$ cat src/rtl/mmio_key_sw_dev.sv
// Memory-mapped key/switch device: synchronised, debounced board inputs with per-channel Ready/Overrun/IE.
// Define MMIO_KEY_SW_IRQ_EN to enable the interrupt output and the IE bits.

module mmio_key_sw_dev #(
  parameter int unsigned      DBITS           = 32,
  parameter logic [DBITS-1:0] ADDR_KDATA      = 32'hF0000010,
  parameter logic [DBITS-1:0] ADDR_SDATA      = 32'hF0000014,
  parameter logic [DBITS-1:0] ADDR_KCTRL      = 32'hF0000110,
  parameter logic [DBITS-1:0] ADDR_SCTRL      = 32'hF0000114,
  parameter int unsigned      DEBOUNCE_CYCLES = 10
) (
  input  logic             clk,
  input  logic             reset,
  input  logic [DBITS-1:0] addr,
  input  logic             rdEn,
  input  logic             wrtEn,
  input  logic [DBITS-1:0] dIn,
  output logic [DBITS-1:0] dOut,
  output logic             hit,
  input  logic [3:0]       key,
  input  logic [9:0]       sw,
  output logic             intr
);

  localparam logic [15:0] DB_LAST = 16'(DEBOUNCE_CYCLES - 1);

  // Bus strobes: rdEn and wrtEn are single-cycle strobes qualified by addr, with no
  // backpressure; a strobe takes effect at the rising edge during which it is high.
  logic k_rd, s_rd, k_wr, s_wr;
  assign k_rd = rdEn  && (addr == ADDR_KDATA);
  assign s_rd = rdEn  && (addr == ADDR_SDATA);
  assign k_wr = wrtEn && (addr == ADDR_KCTRL);
  assign s_wr = wrtEn && (addr == ADDR_SCTRL);

  assign hit = (addr == ADDR_KDATA) || (addr == ADDR_SDATA) ||
               (addr == ADDR_KCTRL) || (addr == ADDR_SCTRL);

  // ---------------- key channel: sync, debounce ----------------
  logic [3:0]  key_s1, key_s2, key_deb;
  logic [15:0] key_cnt;
  logic        key_chg;

  assign key_chg = (key_s2 != key_deb) && (key_cnt == DB_LAST);

  always_ff @(posedge clk or posedge reset) begin
    if (reset) begin
      key_s1  <= 4'hF;
      key_s2  <= 4'hF;
      key_deb <= 4'hF;
      key_cnt <= '0;
    end else begin
      key_s1 <= key;
      key_s2 <= key_s1;
      if (key_s2 == key_deb) begin
        key_cnt <= '0;
      end else if (key_chg) begin
        key_deb <= key_s2;
        key_cnt <= '0;
      end else begin
        key_cnt <= key_cnt + 16'd1;
      end
    end
  end

  // ---------------- switch channel: sync, debounce ----------------
  logic [9:0]  sw_s1, sw_s2, sw_deb;
  logic [15:0] sw_cnt;
  logic        sw_chg;

  assign sw_chg = (sw_s2 != sw_deb) && (sw_cnt == DB_LAST);

  always_ff @(posedge clk or posedge reset) begin
    if (reset) begin
      sw_s1  <= '0;
      sw_s2  <= '0;
      sw_deb <= '0;
      sw_cnt <= '0;
    end else begin
      sw_s1 <= sw;
      sw_s2 <= sw_s1;
      if (sw_s2 == sw_deb) begin
        sw_cnt <= '0;
      end else if (sw_chg) begin
        sw_deb <= sw_s2;
        sw_cnt <= '0;
      end else begin
        sw_cnt <= sw_cnt + 16'd1;
      end
    end
  end

  // ---------------- status bits ----------------
  // A data change in the same cycle as a data read wins: Ready stays set and the
  // read is not treated as having missed anything, so Overrun is not raised.
  logic k_ready, k_ovr, s_ready, s_ovr;

  always_ff @(posedge clk or posedge reset) begin
    if (reset) begin
      k_ready <= 1'b0;
      k_ovr   <= 1'b0;
    end else begin
      if (key_chg)   k_ready <= 1'b1;
      else if (k_rd) k_ready <= 1'b0;
      if (key_chg && k_ready && !k_rd) k_ovr <= 1'b1;
      else if (k_wr && !dIn[2])        k_ovr <= 1'b0;
    end
  end

  always_ff @(posedge clk or posedge reset) begin
    if (reset) begin
      s_ready <= 1'b0;
      s_ovr   <= 1'b0;
    end else begin
      if (sw_chg)    s_ready <= 1'b1;
      else if (s_rd) s_ready <= 1'b0;
      if (sw_chg && s_ready && !s_rd) s_ovr <= 1'b1;
      else if (s_wr && !dIn[2])       s_ovr <= 1'b0;
    end
  end

  // ---------------- interrupt enable / request ----------------
  logic k_ie, s_ie;

`ifdef MMIO_KEY_SW_IRQ_EN
  always_ff @(posedge clk or posedge reset) begin
    if (reset) begin
      k_ie <= 1'b0;
      s_ie <= 1'b0;
      intr <= 1'b0;
    end else begin
      if (k_wr) k_ie <= dIn[8];
      if (s_wr) s_ie <= dIn[8];
      intr <= (k_ready & k_ie) | (s_ready & s_ie);
    end
  end

  logic unused_din;
  assign unused_din = ^{dIn[DBITS-1:9], dIn[7:3], dIn[1:0]};
`else
  assign k_ie = 1'b0;
  assign s_ie = 1'b0;
  assign intr = 1'b0;

  logic unused_din;
  assign unused_din = ^{dIn[DBITS-1:9], dIn[8], dIn[7:3], dIn[1:0]};
`endif

  // ---------------- read mux ----------------
  logic [DBITS-1:0] kdata, sdata, kctrl, sctrl;

  always_comb begin
    kdata      = '0;
    kdata[3:0] = ~key_deb;
    sdata      = '0;
    sdata[9:0] = sw_deb;
    kctrl      = '0;
    kctrl[0]   = k_ready;
    kctrl[2]   = k_ovr;
    kctrl[8]   = k_ie;
    sctrl      = '0;
    sctrl[0]   = s_ready;
    sctrl[2]   = s_ovr;
    sctrl[8]   = s_ie;
  end

  always_comb begin
    dOut = '0;
    if (addr == ADDR_KDATA)      dOut = kdata;
    else if (addr == ADDR_SDATA) dOut = sdata;
    else if (addr == ADDR_KCTRL) dOut = kctrl;
    else if (addr == ADDR_SCTRL) dOut = sctrl;
  end

endmodule

$ cat config.mk
export PLATFORM = sky130hd
export DESIGN_NAME = mmio_key_sw_dev
export DESIGN_NICKNAME = d
export VERILOG_FILES = /design/src/rtl/mmio_key_sw_dev.sv
export SDC_FILE = /design/constraint.sdc
export NUM_CORES = 1
export LEC_CHECK = 0
export BUFFER_PORTS_ARGS = -buffer_cell sky130_fd_sc_hd__buf_2
export CAP_MARGIN = 40
export CORE_MARGIN = 8
export CORE_UTILIZATION = 35
export CTS_CLUSTER_DIAMETER = 30
export CTS_CLUSTER_SIZE = 25
export DETAILED_ROUTE_END_ITERATION = 16
export PLACE_DENSITY_LB_ADDON = 0.25
export SETUP_SLACK_MARGIN = 0.15
export SLEW_MARGIN = 20
export SYNTH_ARGS = -nofsm -noshare
export SYNTH_HDL_FRONTEND = slang
export SYNTH_SLANG_ARGS = --single-unit
$ cat constraint.sdc
create_clock -name clk -period 5 [get_ports clk]
set_input_delay 0.75 -clock clk [delete_from_list [all_inputs] [get_ports clk]]
set_output_delay 0.75 -clock clk [all_outputs]
set_load 0.05 [all_outputs]
==> qor.csv, run 1 <==
stage,metric,value,unit
run_status,status,completed,
sta,maximum clock frequency,311,MHz
clocking,postcts setup bufs,0,
synthesis,Seq cells post-synth,78,
synthesis,"Async S/R FF share, synth",1.00,
clocking,clk_lat worst skew,350,ps
worst_setup_path,Worst Setup Path Type,input pin to output port,
sta,clk_skew,10.5,ps
finish,Register Area,1970,µm²
synthesis,top-area cell type share of the netlist area,0.451,
worst_setup_path,Worst R2R End,sw_deb[8]$_DFFE_PP0P_,
worst_setup_path,Worst EP required,4250,ps
finish,Fillers,996,
worst_setup_path,reg2reg path depth,6,
clocking,Root Driver,clkbuf_8,
synthesis,synth warn,0,
grt,grt ovf,0,
sta,unrepaired setup endpoints after global routing,no,
sta,Final Max Tran Viols,0,
sta,number of setup violations in the final report,0,
synthesis,Post-synth EDFFs,0,
worst_setup_path,Crit path arrival time,2470,ps
finish,design area,4220,µm²
place,final estimated routing congestion in global placement,0.780,
sta,Slew HR,0.524,
grt,met1 Use GR,0.132,
finish,n_diodes,0,
worst_setup_path,critical-path cell list,"buf_2, nor4_1, nand4_1, a2111oi_0, buf_2",
sta,slew of the pin with the lowest slew margin,713,ps
floorplan,# IOs,116,
grt,met3 Use GR,0.0505,
synthesis,Synth cell types,47,
worst_setup_path,startpoint types,input pin,
drt,Avg WL per Cell,13.6,µm
sta,min Tclk post-route,3220,ps
grt,initial antenna violation count,0,
clocking,CTS max path bufs,2,
floorplan,Die W,118,µm
synthesis,"top cells by area, synth","dfrtp_1 45%, dfstp_2 8.6%, xnor2_1 6.2%",
clocking,TritonCTS Buffers,9,
worst_hold_path,hold path startpoint,sw_s1[6]$_DFF_PP0_,
grt,vias in the first global route,2563,
floorplan,num rows,37,
grt,first-pass GRT wire length,12.4,mm
worst_setup_path,reg-to-reg startpoint,sw_cnt[1]$_DFF_PP0_,
drt,Post-Route WL,7.14,mm
worst_setup_path,CP Max Fanout,9,
synthesis,Mapped Cells,321,
finish,nets@finish,471,
pwr,power per cell area,406,nW/µm²
synthesis,largest area contributor in the netlist,dfrtp_1,
place,port bufs,61,
synthesis,register area share after synthesis,0.537,
sta,final setup TNS,0,ps
worst_setup_path,R2R Setup Slk,2980,ps
drt,DR vias,2479,
worst_setup_path,endpoint type of the worst setup path,output port,
place,HPWL Detailed,5.28,mm
finish,layout cells sized above 1,0.279,
job,max cap viols,0,
worst_setup_path,max incr delay on CP,530,ps
place,"Cell Area, Placed",4020,µm²
pwr,Max VDD drop,132,µV
drt,# DRC,0,
sta,Final Hold Viols,0,
worst_hold_path,Hold Crit Class,register to register,
floorplan,Core Footprint,10200,µm²
grt,pin count of the biggest net entering global routing,46,
clocking,hold_buf cts,0,
sta,Hold Worst Slack,346,ps
worst_hold_path,Worst Hold Depth,0,
drt,Routed Antenna Nets,0,
clocking,htree depth,3,
clocking,cts repair resizes,0,
synthesis,synthesized area per cell,11.4,µm²
grt,GR Layer Usage met2,0.159,
finish,multi-input logic area,1540,µm²
drt,drt pass-1 iters,4,
worst_setup_path,Worst path slowest cell,a2111oi_0,
floorplan,Die ar.,14000,µm²
drt,Initial DRC Count,141,
floorplan,die height,118,µm
clocking,CTS tree,built,
clocking,Worst-path clk slew,90,ps
floorplan,Initial Utilization,0.358,
worst_hold_path,worst hold endpoint,sw_s2[6]$_DFF_PP0_,
place,Place WS,1790,ps
finish,Syn-to-layout area delta,15.2,%
grt,global routing's busiest layer,met2,
sta,fin crit share,0.643,
worst_setup_path,critical path's most frequent cell,buf_2,
synthesis,most common cell in the netlist,dfrtp_1,
synthesis,mapped cell area,3660,µm²
grt,GRT Total Usage,0.106,
synthesis,"Top FF cell, synth",dfrtp_1,
synthesis,commonest cells in the netlist,"66 x dfrtp_1, 34 x nor2_1, 26 x xnor2_1, 24 x buf_4",
pwr,Static Leak,1.88,nW
pwr,total power,0.00171,W
drt,routed vias/inst,4.71,
clocking,CTS sink count,78,
sta,worst setup margin,1780,ps
-- state kept, by name, summed over array words and instances (netlist names) --
| signal | flops |
|---|---|
| sw_cnt | 16 |
| sw_s2 | 10 |
| s_ovr | 1 |
| sw_s1 | 10 |
| k_ready | 1 |
| key_cnt | 16 |
| key_s1 | 4 |
| sw_deb | 10 |
| s_ready | 1 |
| k_ovr | 1 |
| key_s2 | 4 |
| key_deb | 4 |
-- worst max path at each step --
stage	startpoint	endpoint	slack (ps)	depth (start not counted)
2_1_floorplan	addr[25]	dOut[0]	410	3
3_3_place_gp	addr[18]	dOut[8]	1800	6
3_5_place_dp	addr[25]	dOut[0]	1790	5
4_1_cts	addr[18]	dOut[0]	1770	5
5_1_grt	addr[16]	dOut[0]	1570	5
6_report	addr[18]	dOut[0]	1780	5
-- power by group --
group          internal [W]  switching, W
Clock              0.000234      0.000235
Sequential         0.000763      0.000124
Combinational      0.000168      0.000189
Total               0.00116      0.000548
-- layout by cell type, fill, tap and decap left out, drive strengths merged --
cell type,count
dfrtp,66
buf,63
nor2,35
xnor2,26
conb,23
nand4,14
nor4,14
mux2,14
nand2,13
dfstp,12
xor2,11
nand3,10
clkbuf,10
inv,8
a21oi,7
and4b,7
and4,6
nor4b,5
or3,4
ha,4
nor3,4
and3,3
o21ai,3
o31ai,3
o41ai,3
nor3b,2
mux2i,2
a211oi,2
a2111oi,2
nand2b,2
clkinvlp,2
clkinv,2
or3b,1
or4,1
and2,1
nand3b,1
o22ai,1
a31oi,1
o211ai,1
bufinv,1
-- layer usage --
layer | part of all wire | up-vias
met5 | 0 | -
li1 | - | 1221
met2 | 0.42 | 78
met3 | 0.093 | 5
met1 | 0.47 | 1175
met4 | 0.0088 | 0
-- cell type report --
cell class	instances	area share
multi-input cells	226	0.364
flip-flops and latches	78	0.466
repair buffers	63	0.0759
clock buffers	10	0.0302
clock inverters	6	0.0169
inverters	7	0.00623
well taps	136	0.0403
-- worst max-delay path: cells and delay by family --
kind            cells  cell delay [ps]
buf+inv             2              450
simple gates        2              730
compound gates      1              530
-- kinds of logic (layout without fill, tap and decap cells) --
group	Yosys count	after routing	share of synthesized area
AND/OR/NAND/NOR	123	123	0.199
flip-flops	78	78	0.537
buffers and inverters	39	86	0.0659
XOR/XNOR	37	37	0.0885
AO/OA/AOI/OAI	23	23	0.0461
multiplexers	16	16	0.0485
adder cells (fa/ha/maj)	4	4	0.0137
other	1	23	0.00102
-- through the flow --
stage	instances	utilization
after detailed placement	510	0.393
after global placement	509	0.392
after CTS	526	0.412
after global routing	526	0.412
final	526	0.412
after floorplan	343	-
(Power assumes the default switching activity.)
==> run 2: changes to the inputs <==
==> constraint.sdc (replaced) <==
create_clock -name clk -period 3.08 [get_ports clk]
set_input_delay 0.462 -clock clk [delete_from_list [all_inputs] [get_ports clk]]
set_output_delay 0.462 -clock clk [all_outputs]
set_load 0.05 [all_outputs]
==> run 2 against run 1 <==
Cell area grew 1.7%; first-iteration DRC count shrank 28%; count of clock-buffer cells in the layout down 1; clock skew shrank 1.4 ps; utilization increased by 0.68 points; largest power group unchanged.
==> qor.csv, run 2 (synthesized netlist as in run 1, its figures left out) <==
stage,metric,value,unit,change
run_status,status,completed,,unchanged
sta,min Tclk post-route,2610,ps,
sta,Final Hold Viols,0,,unchanged
finish,nets@finish,473,,was 471
pwr,Max VDD drop,221,µV,was 132 µV
clocking,Worst-path clk slew,80,ps,was 90 ps
sta,worst setup margin,471,ps,was 1780 ps
worst_setup_path,R2R Setup Slk,1080,ps,was 2980 ps
worst_setup_path,Worst path slowest cell,nand4_1,,was a2111oi_0
clocking,Root Driver,clkbuf_8,,unchanged
sta,maximum clock frequency,383,MHz,
finish,layout cells sized above 1,0.286,,was 0.279
place,port bufs,61,,unchanged
floorplan,Die W,118,µm,unchanged
sta,Slew HR,0.657,,was 0.524
floorplan,Core Footprint,10200,µm²,unchanged
worst_setup_path,Crit path depth,6,,was 5
worst_hold_path,Hold Crit Class,input pin to async pin,,was register to register
job,max cap viols,0,,unchanged
finish,Regs by FF count,"key_cnt x16, sw_cnt x16",,unchanged
drt,drt pass-1 iters,5,,was 4
worst_setup_path,Crit path arrival time,2150,ps,was 2470 ps
finish,Fillers,983,,was 996
grt,grt ovf,0,,unchanged
drt,Avg WL per Cell,13.9,µm,was 13.6 µm
drt,Post-Route WL,7.33,mm,was 7.14 mm
sta,unrepaired setup endpoints after global routing,no,,unchanged
grt,GRT Total Usage,0.108,,was 0.106
worst_setup_path,CP bufs+invs,2,,unchanged
grt,pin count of the biggest net entering global routing,44,,was 46
worst_setup_path,Worst Setup Path Type,input pin to output port,,unchanged
worst_setup_path,max incr delay on CP,390,ps,was 530 ps
clocking,CTS max path bufs,2,,unchanged
clocking,hold_buf cts,0,,unchanged
drt,routed vias/inst,4.82,,was 4.71
place,final estimated routing congestion in global placement,0.819,,was 0.780
grt,vias in the first global route,2578,,was 2563
pwr,power per cell area,673,nW/µm²,was 406 nW/µm²
worst_setup_path,Worst R2R End,sw_deb[2]$_DFFE_PP0P_,,was sw_deb[8]$_DFFE_PP0P_
floorplan,num rows,37,,unchanged
drt,DR vias,2547,,was 2479
clocking,TritonCTS Buffers,9,,unchanged
finish,Syn-to-layout area delta,17.1,%,was 15.2%
drt,Routed Antenna Nets,0,,unchanged
clocking,CTS tree,built,,unchanged
pwr,Static Leak,1.91,nW,was 1.88 nW
drt,Initial DRC Count,101,,was 141
clocking,cts repair resizes,0,,unchanged
clocking,postcts setup bufs,0,,unchanged
worst_setup_path,startpoint types,input pin,,unchanged
clocking,clk_lat worst skew,350,ps,about the same
sta,slew of the pin with the lowest slew margin,514,ps,was 713 ps
clocking,CTS sink count,78,,unchanged
worst_setup_path,reg-to-reg startpoint,sw_cnt[1]$_DFF_PP0_,,unchanged
clocking,htree depth,3,,unchanged
worst_setup_path,Worst EP required,2620,ps,was 4250 ps
grt,initial antenna violation count,0,,unchanged
worst_setup_path,CP Max Fanout,9,,unchanged
sta,Hold Worst Slack,15.0,ps,was 346 ps
finish,n_diodes,0,,unchanged
place,Place WS,453,ps,was 1790 ps
worst_setup_path,cell family with most CP delay,simple AND/OR/NAND/NOR gates,,unchanged
floorplan,die height,118,µm,unchanged
finish,"commonest non-fill, non-tap cell in the layout",dfrtp_1,,unchanged
place,HPWL Detailed,5.39,mm,was 5.28 mm
sta,Final Max Tran Viols,0,,unchanged
grt,first-pass GRT wire length,12.4,mm,about the same
sta,fin crit share,0.847,,
floorplan,Initial Utilization,0.358,,unchanged
finish,most frequent cells in the layout,"66 x dfrtp_1, 61 x buf_2, 34 x nor2_1",,unchanged
worst_setup_path,critical path's most frequent cell,buf_2,,unchanged
drt,# DRC,0,,unchanged
worst_setup_path,critical-path cell list,"buf_2, nor4b_1, nand4_1, nor2_2, and4b_1, buf_2",,"was buf_2, nor4_1, nand4_1, a2111oi_0, buf_2"
floorplan,# IOs,116,,unchanged
sta,final setup TNS,0,ps,unchanged
worst_setup_path,reg2reg path depth,6,,unchanged
sta,clk_skew,9.02,ps,was 10.5 ps
worst_setup_path,endpoint type of the worst setup path,output port,,unchanged
floorplan,Die ar.,14000,µm²,unchanged
sta,number of setup violations in the final report,0,,unchanged
[run 2: cell types whose count changed in the layout (fill, tap and decap cells not counted), sizes merged]
cell	delta
clkbuf	-1
inv	+3
clkinv	-2
bufinv	+1
buf	+2
clkinvlp	-1
[run 2: through the flow]
stage | std cells | utilization | power, W | instance area, µm²
finish | 528 | 0.419 | 0.00289 | 4290
global route | 528 | 0.419 | 0.00307 | 4290
CTS | 527 | 0.417 | 0.00293 | 4270
detailed placement | 511 | 0.395 | 0.00205 | 4040
global placement | 511 | 0.395 | 0.00203 | 4040
floorplan | 343 | - | 0.00192 | 3750
[run 2: routing by layer]
layer / vias to the layer above / global-route usage / share of wire
met5: - / 0 / 0
met4: 0 / 0.0456 / 0.013
met3: 11 / 0.0476 / 0.090
met2: 77 / 0.161 / 0.44
met1: 1233 / 0.132 / 0.46
li1: 1226 / - / -
[run 2: where the power goes]
group / switching (W) / internal (W) / leakage (nW)
clock: 0.000393 / 0.000468 / 0.111
sequential: 0.000205 / 0.00124 / 0.945
combinational: 0.000307 / 0.000276 / 0.857
total: 0.000905 / 0.00198 / 1.91
[run 2: area by class of cell]
class / instances / area [µm²] / share of cell area
Clock buffer: 9 / 124 / 0.0289
Tap cell: 136 / 170 / 0.0397
Clock inverter: 7 / 103 / 0.0239
Multi-Input combinational cell: 226 / 1540 / 0.359
Sequential cell: 78 / 1970 / 0.458
Timing Repair Buffer: 65 / 360 / 0.0840
Inverter: 7 / 26.3 / 0.00612
[run 2: worst max path at each step]
| stage | start | endpoint | slack [ps] |
|---|---|---|---|
| 6_report | addr[25] | dOut[8] | 470 |
| 5_1_grt | addr[25] | dOut[7] | 230 |
| 4_1_cts | addr[25] | dOut[4] | 450 |
| 3_5_place_dp | addr[25] | dOut[4] | 450 |
| 3_3_place_gp | addr[25] | dOut[8] | 490 |
| 2_1_floorplan | addr[25] | dOut[0] | -270 |
==> run 3: changes to the inputs <==
==> constraint.sdc (replaced) <==
create_clock -name clk -period 2.3 [get_ports clk]
set_input_delay 0.345 -clock clk [delete_from_list [all_inputs] [get_ports clk]]
set_output_delay 0.345 -clock clk [all_outputs]
set_load 0.05 [all_outputs]
==> run 3 against run 2 <==
Cell count stayed put; power increased by 31%; wire length grew 2.0%; count of clock-buffer cells in the layout grew 4; hold slack better by 56 ps; largest cell class unchanged; clock power increased by 21%; setup slack lost 240 ps; critical path type unchanged; global-route usage is 0.42 points higher; sequential power is 35% higher; die area stayed put; clock skew fell by 1.5 ps; highest routed layer unchanged.
==> qor.csv, run 3 (synthesized netlist as in run 1, its figures left out) <==
stage,metric,value,unit,change
run_status,status,completed,,unchanged
place,HPWL Detailed,5.46,mm,was 5.39 mm
pwr,power per cell area,856,nW/µm²,was 673 nW/µm²
drt,Avg WL per Cell,14.2,µm,was 13.9 µm
finish,most frequent cells in the layout,"66 x dfrtp_1, 60 x buf_2, 34 x nor2_1",,"was 66 x dfrtp_1, 61 x buf_2, 34 x nor2_1"
worst_setup_path,Worst Setup Path Type,input pin to output port,,unchanged
finish,nets@finish,473,,unchanged
floorplan,Core Footprint,10200,µm²,unchanged
sta,number of setup violations in the final report,0,,unchanged
clocking,postcts setup bufs,0,,unchanged
place,port bufs,61,,unchanged
sta,fin crit share,0.900,,
sta,clk_skew,7.48,ps,was 9.02 ps
worst_setup_path,endpoint type of the worst setup path,output port,,unchanged
clocking,TritonCTS Buffers,9,,unchanged
sta,unrepaired setup endpoints after global routing,no,,unchanged
grt,grt ovf,0,,unchanged
worst_setup_path,Worst EP required,1960,ps,was 2620 ps
sta,slew of the pin with the lowest slew margin,680,ps,was 514 ps
pwr,Static Leak,1.90,nW,was 1.91 nW
worst_setup_path,startpoint types,input pin,,unchanged
finish,Layout Utilization,0.432,,was 0.419
drt,# DRC,0,,unchanged
drt,Routed Antenna Nets,0,,unchanged
clocking,CTS tree,built,,unchanged
worst_setup_path,Crit path arrival time,1730,ps,was 2150 ps
clocking,hold_buf cts,0,,unchanged
clocking,htree depth,3,,unchanged
sta,Slew HR,0.547,,was 0.657
drt,routed vias/inst,4.67,,was 4.82
finish,layout cells sized above 1,0.321,,was 0.286
grt,GRT Total Usage,0.112,,was 0.108
grt,vias in the first global route,2590,,was 2578
job,max cap viols,0,,unchanged
clocking,Root Driver,clkbuf_8,,unchanged
clocking,clk_lat worst skew,340,ps,was 350 ps
place,final estimated routing congestion in global placement,0.762,,was 0.819
grt,pin count of the biggest net entering global routing,79,,was 44
clocking,Worst-path clk slew,80,ps,about the same
sta,maximum clock frequency,483,MHz,
clocking,CTS max path bufs,2,,unchanged
grt,first-pass GRT wire length,12.9,mm,was 12.4 mm
sta,Hold Worst Slack,71.5,ps,was 15.0 ps
drt,Post-Route WL,7.48,mm,was 7.33 mm
grt,initial antenna violation count,0,,unchanged
drt,DR vias,2467,,was 2547
finish,n_diodes,0,,unchanged
worst_setup_path,CP Max Fanout,8,,was 9
sta,Final Max Tran Viols,0,,unchanged
finish,multi-input logic area,1710,µm²,was 1540 µm²
finish,post-route insts no fill,528,,unchanged
place,"Cell Area, Placed",4220,µm²,was 4040 µm²
drt,drt pass-1 iters,4,,was 5
floorplan,Initial Utilization,0.358,,unchanged
sta,min Tclk post-route,2070,ps,
finish,"commonest non-fill, non-tap cell in the layout",dfrtp_1,,unchanged
finish,Syn-to-layout area delta,20.8,%,was 17.1%
place,cell count after placement,512,,was 511
finish,Regs by FF count,"key_cnt x16, sw_cnt x16",,unchanged
floorplan,Die W,118,µm,unchanged
drt,Initial DRC Count,144,,was 101
finish,Fillers,1003,,was 983
pwr,Max VDD drop,290,µV,was 221 µV
floorplan,num rows,37,,unchanged
floorplan,# IOs,116,,unchanged
pwr,total power,0.00379,W,was 0.00289 W
floorplan,die height,118,µm,unchanged
clocking,CTS sink count,78,,unchanged
finish,design area,4420,µm²,was 4290 µm²
floorplan,Die ar.,14000,µm²,unchanged
worst_hold_path,Hold Crit Class,input pin to async pin,,unchanged
finish,Register Area,1970,µm²,unchanged
sta,Final Hold Viols,0,,unchanged
[run 3: cell types whose count changed in the layout (fill, tap and decap cells not counted), moves of 4 or more]
cell / before / now
nor4_4: 0 / 4
and4b_4: 0 / 6
and4b_1: 7 / 1
inv_6: 4 / 0
nor4_1: 12 / 6
[run 3: power by group]
part           switching, W  total [W]  internal, W
Sequential         0.000276    0.00194      0.00166
Combinational      0.000434   0.000808     0.000374
Clock              0.000484    0.00104     0.000561
Total               0.00119    0.00379      0.00259
[run 3: area by class of cell]
type                       count  area share
clock buffer                  13      0.0359
clock inverter                 3     0.00962
sequential                    78       0.445
timing repair buffer          65      0.0792
inverter                       7     0.00679
tap                          136      0.0385
multi-input combinational    226       0.385
[run 3: worst paths after layout]
| kind | startpoint | to | slack (ps) | cells after the start |
|---|---|---|---|---|
| setup / recovery | addr[25] | dOut[2] | 230 | 6 |
| hold / removal | reset | sw_cnt[9]$_DFF_PP0_ | 70 | 3 |
| setup reg to reg | sw_cnt[1]$_DFF_PP0_ | sw_deb[3]$_DFFE_PP0P_ | 420 | 6 |
| hold reg to reg | sw_s1[8]$_DFF_PP0_ | sw_s2[8]$_DFF_PP0_ | 350 | 0 |
| max in group asynchronous | reset | key_s2[3]$_DFF_PP1_ | 1830 | 3 |
| min in group clk | key[2] | key_s1[2]$_DFF_PP1_ | 100 | 1 |
[run 3: worst max-delay path: stages]
cell	delay [ps]
buf_2	110
nor4b_4	250
nand4_1	190
buf_4	240
a2111oi_4	270
buf_2	320
[run 3: repair_timing]
item / 4_1_cts / 5_1_grt
hold endpoints to repair: 0 / 0
endpoints found under the setup margin: 0 / 5
resized for setup: 0 / 1
[run 3: per-stage QoR]
stage          setup TNS, ps  worst slack [ps]
3_5_place_dp               0               210
2_1_floorplan           -775              -122
6_report                   0               230
5_1_grt                    0               156
4_1_cts                    0               210
3_3_place_gp               0               215
[run 3: metal layers]
layer  wire length (µm)  track usage  vias up
met5                  0            0        -
met4                 75       0.0336        0
met3                404       0.0409        7
met2               3570        0.177       50
met1               3430        0.140     1182
li1                   -            -     1228
